**src/rtl/timer_arbiter.sv**
```systemverilog
// timer_arbiter: round-robin owner of one shared timer for up to NREQ requester FSMs.
// Optional RUN watchdog is compiled in when TIMER_ARB_WDOG_EN is defined.
module timer_arbiter #(
  parameter int NREQ     = 3,
  parameter int SEL_W    = 4,
  parameter int WDOG_CYC = 1023
) (
  input  logic                  clk,
  input  logic                  reset,
  input  logic [NREQ-1:0]       req,
  input  logic [NREQ*SEL_W-1:0] req_sel,
  output logic [NREQ-1:0]       gnt,
  output logic [NREQ-1:0]       done,
  output logic                  err,
  output logic                  busy,
  output logic [SEL_W-1:0]      tmr_sel,
  output logic                  tmr_ld,
  input  logic [SEL_W-1:0]      tmr_T
);

  localparam int PTR_W = (NREQ > 1) ? $clog2(NREQ) : 1;

  if (NREQ < 2 || NREQ > 8 || WDOG_CYC < 1) begin : g_param_chk
    $error("timer_arbiter: parameter out of range");
  end

  typedef enum logic [1:0] {IDLE, LOAD, RUN, DONE} state_t;

  state_t           state, state_n;
  logic [PTR_W-1:0] ptr, ptr_n, own, own_n, win_idx;
  logic             win_found;
  logic [SEL_W-1:0] cur_sel, cur_sel_n, win_sel;
  logic [SEL_W-1:0] sel_arr [NREQ];

  logic [NREQ-1:0]  gnt_n, done_n;
  logic             err_n, busy_n, tmr_ld_n;
  logic [SEL_W-1:0] tmr_sel_n;

`ifdef TIMER_ARB_WDOG_EN
  localparam int CNT_W = $clog2(WDOG_CYC + 1);
  localparam logic [CNT_W-1:0] WD_MAX = CNT_W'(WDOG_CYC - 1);
  logic [CNT_W-1:0] wdog_cnt, wdog_cnt_n;
`endif

  function automatic logic [PTR_W-1:0] ptr_inc(input logic [PTR_W-1:0] p);
    return (p == PTR_W'(NREQ - 1)) ? '0 : p + 1'b1;
  endfunction

  function automatic logic is_onehot(input logic [SEL_W-1:0] s);
    return (s != '0) && ((s & (s - 1'b1)) == '0);
  endfunction

  function automatic logic [NREQ-1:0] to_onehot(input logic [PTR_W-1:0] idx);
    logic [NREQ-1:0] v;
    v      = '0;
    v[idx] = 1'b1;
    return v;
  endfunction

  for (genvar i = 0; i < NREQ; i++) begin : g_sel
    assign sel_arr[i] = req_sel[i*SEL_W +: SEL_W];
  end

  // Round-robin scan: first asserted request at or after ptr, wrapping.
  always_comb begin
    logic [PTR_W-1:0] cand;
    win_found = 1'b0;
    win_idx   = ptr;
    cand      = ptr;
    for (int i = 0; i < NREQ; i++) begin
      if (!win_found && req[cand]) begin
        win_found = 1'b1;
        win_idx   = cand;
      end
      cand = ptr_inc(cand);
    end
  end

  assign win_sel = sel_arr[win_idx];

  always_comb begin
    state_n   = state;
    ptr_n     = ptr;
    own_n     = own;
    cur_sel_n = cur_sel;
    gnt_n     = '0;
    done_n    = '0;
    err_n     = 1'b0;
    busy_n    = 1'b0;
    tmr_sel_n = '0;
    tmr_ld_n  = 1'b0;
`ifdef TIMER_ARB_WDOG_EN
    wdog_cnt_n = wdog_cnt;
`endif
    unique case (state)
      IDLE: begin
        if (win_found) begin
          if (!is_onehot(win_sel)) begin
            err_n = 1'b1;
            ptr_n = ptr_inc(win_idx);
          end else begin
            own_n     = win_idx;
            cur_sel_n = win_sel;
            state_n   = LOAD;
            gnt_n     = to_onehot(win_idx);
            busy_n    = 1'b1;
            tmr_sel_n = win_sel;
            tmr_ld_n  = 1'b1;
          end
        end
      end
      LOAD: begin
        state_n   = RUN;
        gnt_n     = to_onehot(own);
        busy_n    = 1'b1;
        tmr_sel_n = cur_sel;
`ifdef TIMER_ARB_WDOG_EN
        wdog_cnt_n = '0;
`endif
      end
      RUN: begin
        // Abort outranks expiry; expiry outranks the watchdog.
        if (!req[own]) begin
          state_n = IDLE;
          ptr_n   = ptr_inc(own);
        end else if ((tmr_T & cur_sel) != '0) begin
          state_n = DONE;
          done_n  = to_onehot(own);
        end
`ifdef TIMER_ARB_WDOG_EN
        else if (wdog_cnt == WD_MAX) begin
          state_n = DONE;
          done_n  = to_onehot(own);
          err_n   = 1'b1;
        end
`endif
        else begin
          gnt_n     = to_onehot(own);
          busy_n    = 1'b1;
          tmr_sel_n = cur_sel;
`ifdef TIMER_ARB_WDOG_EN
          wdog_cnt_n = wdog_cnt + 1'b1;
`endif
        end
      end
      DONE: begin
        state_n = IDLE;
        ptr_n   = ptr_inc(own);
      end
      default: state_n = IDLE;
    endcase
  end

  always_ff @(posedge clk or negedge reset) begin
    if (!reset) begin
      state   <= IDLE;
      ptr     <= '0;
      own     <= '0;
      cur_sel <= '0;
      gnt     <= '0;
      done    <= '0;
      err     <= 1'b0;
      busy    <= 1'b0;
      tmr_sel <= '0;
      tmr_ld  <= 1'b0;
`ifdef TIMER_ARB_WDOG_EN
      wdog_cnt <= '0;
`endif
    end else begin
      state   <= state_n;
      ptr     <= ptr_n;
      own     <= own_n;
      cur_sel <= cur_sel_n;
      gnt     <= gnt_n;
      done    <= done_n;
      err     <= err_n;
      busy    <= busy_n;
      tmr_sel <= tmr_sel_n;
      tmr_ld  <= tmr_ld_n;
`ifdef TIMER_ARB_WDOG_EN
      wdog_cnt <= wdog_cnt_n;
`endif
    end
  end

endmodule
```
**config.mk**
```make
export PLATFORM = sky130hd
export DESIGN_NAME = timer_arbiter
export DESIGN_NICKNAME = d
export VERILOG_FILES = /design/src/rtl/timer_arbiter.sv
export SDC_FILE = /design/constraint.sdc
export NUM_CORES = 1
export LEC_CHECK = 0
export CORE_ASPECT_RATIO = 0.9
export CORE_MARGIN = 1
export CORE_UTILIZATION = 42
export DETAILED_ROUTE_END_ITERATION = 8
export GPL_TIMING_DRIVEN = 0
export PLACE_DENSITY = 0.72
export SLEW_MARGIN = 20
export SYNTH_ARGS = -nofsm -noshare
export SYNTH_HDL_FRONTEND = slang
export SYNTH_SLANG_ARGS = --single-unit
```
**constraint.sdc**
```tcl
create_clock -name clk -period 2.6 [get_ports clk]
set_input_delay 0.52 -clock clk [delete_from_list [all_inputs] [get_ports clk]]
set_output_delay 0.52 -clock clk [all_outputs]
set_load 0.005 [all_outputs]
```
==> metrics.csv <==
metric,value,unit
Syn Area/Cell,11.5,sq um
sequential share of power,0.278,
max-cap violations,0,
fin crit period,2900,ps
Max H-tree Level,1,
number of routed nets with antenna violations,0,
run status,"complete, but fails checks",
worst hold path type,primary input to asynchronous set/reset pin,
Initial Util,0.464,
Final Hold Viols,0,
Clock Path Buffers,2,
global-route wire length before repair,4500,microns
worst-path fanout max,6,
fillers,188,
CTS Hold Bufs,0,
Synthesis Warnings,0,
register area share after synthesis,0.486,
CP max stage cell,or4b_4,
ANT cells,0,
r2r setup slk,-300,ps
Final Slew Violations,0,
vias in the first global route,1003,
CORE AREA,2550,sq um
final setup fails,18,
Syn Std Cell Area,1180,sq um
internal power,1390,uW
WL final,2850,microns
R2R Path End,cur_sel[3]$_DFFE_PN0P_,
share of total power in combinational logic,0.647,
failing checks,"design-rule violations, negative setup slack",
Seq cells post-synth,23,
final setup margin,-305,ps
die height,52.4,microns
post-synth top area share,0.486,
Num CTS Buffers,3,
final setup skew,13.7,ps
die width,58.0,microns
Clk pwr share,0.075,
Vias,1057,
gp weighted congestion,0.799,
clock sink count,23,
Tot GR Track Use,0.198,
Vias/cell,5.65,
share of cells above drive strength 1,0.340,
static leakage,0.000835,uW
CP Cell Sequence,buf_6 -> xnor2_4 -> a221oi_4 -> and2b_1 -> a221o_1 -> or4b_4 -> o311ai_4 -> nand2b_4 -> clkinv_4 -> buf_12 -> mux2_4,
Cell Rows,17,
grt ovf,0,
"CTS clk-pin slew, worst paths",130,ps
crit path to,cur_sel[3]$_DFFE_PN0P_,
switching share of total power,0.367,
WP data required,2800,ps
area occupied by multi-input gates,662,sq um
CP Class,flip-flop to flip-flop,
Initial DRC Count,28,
Critical R2R Launch,ptr[1]$_DFFE_PN0P_,
"commonest non-fill, non-tap cell in the layout",clkdlybuf4s50_1,
maximum number of pins on one net before global-route repair,24,
Critical Path Sink Type,flip-flop,
Slew @ Worst Pin,568,ps
Synth Instances,103,
Switching Power,807,uW
Max VDD drop,716,uV
PwrDens,1200,nW/um^2
full die area,3040,sq um
Layout Cells excl Fill,187,
synth top area cells,"dfrtp_1 (49%), mux2_2 (3.8%), mux2_4 (3.8%)",
area grow syn2layout,54.9,%
dpl cells,164,
Total Nets Final,181,
most frequent cells in the layout,"clkdlybuf4s50_1 (29), dfrtp_1 (22), buf_4 (16)",
unrepaired setup endpoints after global routing,true,
Crit. Startpoint,ptr[1]$_DFFE_PN0P_,
library cells used by synthesis,39,
Synth area leader,dfrtp_1,
CP Launch Type,flip-flop,
Final TNS setup,-3920,ps
# DRC,1,
IO buf count,33,
Synthesized Nets,124,
FF/Latch Area,577,sq um
Pre-antenna DRT Iters,9,
TritonCTS clock tree,done,
clock root buffer,clkbuf_4,
Max Fclk,344,MHz
IO Count,34,
Worst path max stage delay,570,ps
Worst R2R Path Depth,11,
fin crit share,1.12,
initial antenna violation count,0,
Slew HR,0.619,
clock latency on the worst-skew pair,310,ps
wire per inst,15.3,microns
Worst Path Arrival,3110,ps
Post-DP HPWL,1880,microns
-- how the worst min path moves through the flow --
stage | slack (ps) | end | depth (start not counted)
final | 150 | err$_DFF_PN0_ | 1
after global routing | 180 | ptr[1]$_DFFE_PN0P_ | 1
after CTS | 560 | done[0]$_DFF_PN0_ | 1
after detailed placement | 530 | tmr_sel[1]$_DFF_PN0_ | 1
after global placement | 520 | tmr_sel[1]$_DFF_PN0_ | 1
after floorplan | 220 | busy$_DFF_PN0_ | 0
-- final cells by class --
type                    count  area share
plain buffers               2      0.0170
clock buffers               3      0.0123
flip-flops and latches     23       0.314
inverters                   4      0.0109
well taps                  28      0.0191
clock inverters             1     0.00273
multi-input cells          74       0.361
repair buffers             52       0.263
-- per-layer routing --
layer / wire length (microns) / GRT usage / up-vias
met3: 147 / 0.0370 / 4
met5: 0 / 0 / -
met2: 1470 / 0.345 / 47
li1: - / - / 490
met1: 1190 / 0.248 / 516
met4: 45 / 0.0635 / 0
-- kinds of logic (layout without fill, tap and decap cells) --
| logic type | after synthesis | after routing | synth area share |
|---|---|---|---|
| mux | 8 | 8 | 0.0845 |
| compound gates | 27 | 27 | 0.201 |
| xor+xnor | 2 | 2 | 0.0148 |
| flops | 23 | 23 | 0.486 |
| simple gates | 37 | 37 | 0.180 |
| buf+inv | 6 | 62 | 0.0348 |
-- stage by stage --
| stage | instance area (sq um) | total power (uW) | worst slack (ps) | utilization | hold WS (ps) |
|---|---|---|---|---|---|
| global route | 1840 | 2320 | -367 | 0.719 | 176 |
| finish | 1840 | 2200 | -305 | 0.719 | 146 |
| detailed placement | 1580 | 1610 | -1160 | 0.619 | 534 |
| global placement | 1580 | 1580 | -1130 | 0.619 | 518 |
| floorplan | 1210 | 1320 | -248 | - | 224 |
| CTS | 1800 | 2090 | -286 | 0.704 | 563 |
-- power groups by stage --
stage	Clock, uW	Combinational (uW)	Sequential (uW)
final	164	1420	611
after floorplan	0	734	581
after CTS	169	1320	602
after detailed placement	0	1020	598
after global routing	187	1510	621
after global placement	0	989	591
-- cell usage after synthesis --
| master | count |
|---|---|
| nand2b_4 | 1 |
| buf_2 | 1 |
| a21oi_1 | 2 |
| a22oi_1 | 2 |
| nor2b_1 | 2 |
| a211oi_1 | 1 |
| xnor2_1 | 2 |
| or4b_1 | 2 |
| mux2i_1 | 1 |
| nor3_1 | 1 |
| o311ai_2 | 1 |
| clkinv_2 | 1 |
| and4_1 | 1 |
| nand2_1 | 8 |
| a211o_1 | 1 |
| a22o_1 | 5 |
| nor2_1 | 9 |
| mux2_2 | 4 |
| a32o_1 | 1 |
| inv_1 | 3 |
| dfrtp_1 | 23 |
| o311ai_1 | 1 |
| o2111ai_1 | 1 |
| or3_1 | 1 |
| o21ai_0 | 4 |
| a221o_2 | 1 |
| o21ai_1 | 1 |
| a221oi_4 | 1 |
| or2b_1 | 1 |
| a221o_1 | 3 |
| o211ai_1 | 1 |
| and2b_1 | 4 |
| a21oi_2 | 1 |
| mux2_4 | 3 |
| nand3_1 | 1 |
| nor4_1 | 1 |
| nor2b_2 | 1 |
| buf_12 | 1 |
| nand2b_1 | 4 |
-- worst max-delay path: cells and delay by family, from the launching register on --
kind	cells	cell delay, ps
muxes	1	290
xor gates and xnor gates	1	150
AOI/OAI and AO/OA	3	720
and+or+nand+nor	3	900
DFF	1	400
buffers and inverters	3	330
-- flip-flops by register name, summed over array words and instances, names as in the netlist --
| register | flops |
|---|---|
| busy | 1 |
| own | 2 |
| state | 2 |
| done | 3 |
| cur_sel | 4 |
| ptr | 2 |
| tmr_sel | 4 |
| tmr_ld | 1 |
| gnt | 3 |
| err | 1 |
-- what timing repair did --
action | CTS | global route
setup buffers | 17 | 2
resized for setup | 22 | 5
pin swaps | 7 | 5
setup endpoints to repair | 19 | 19
Power figures use the tool's default switching activity.
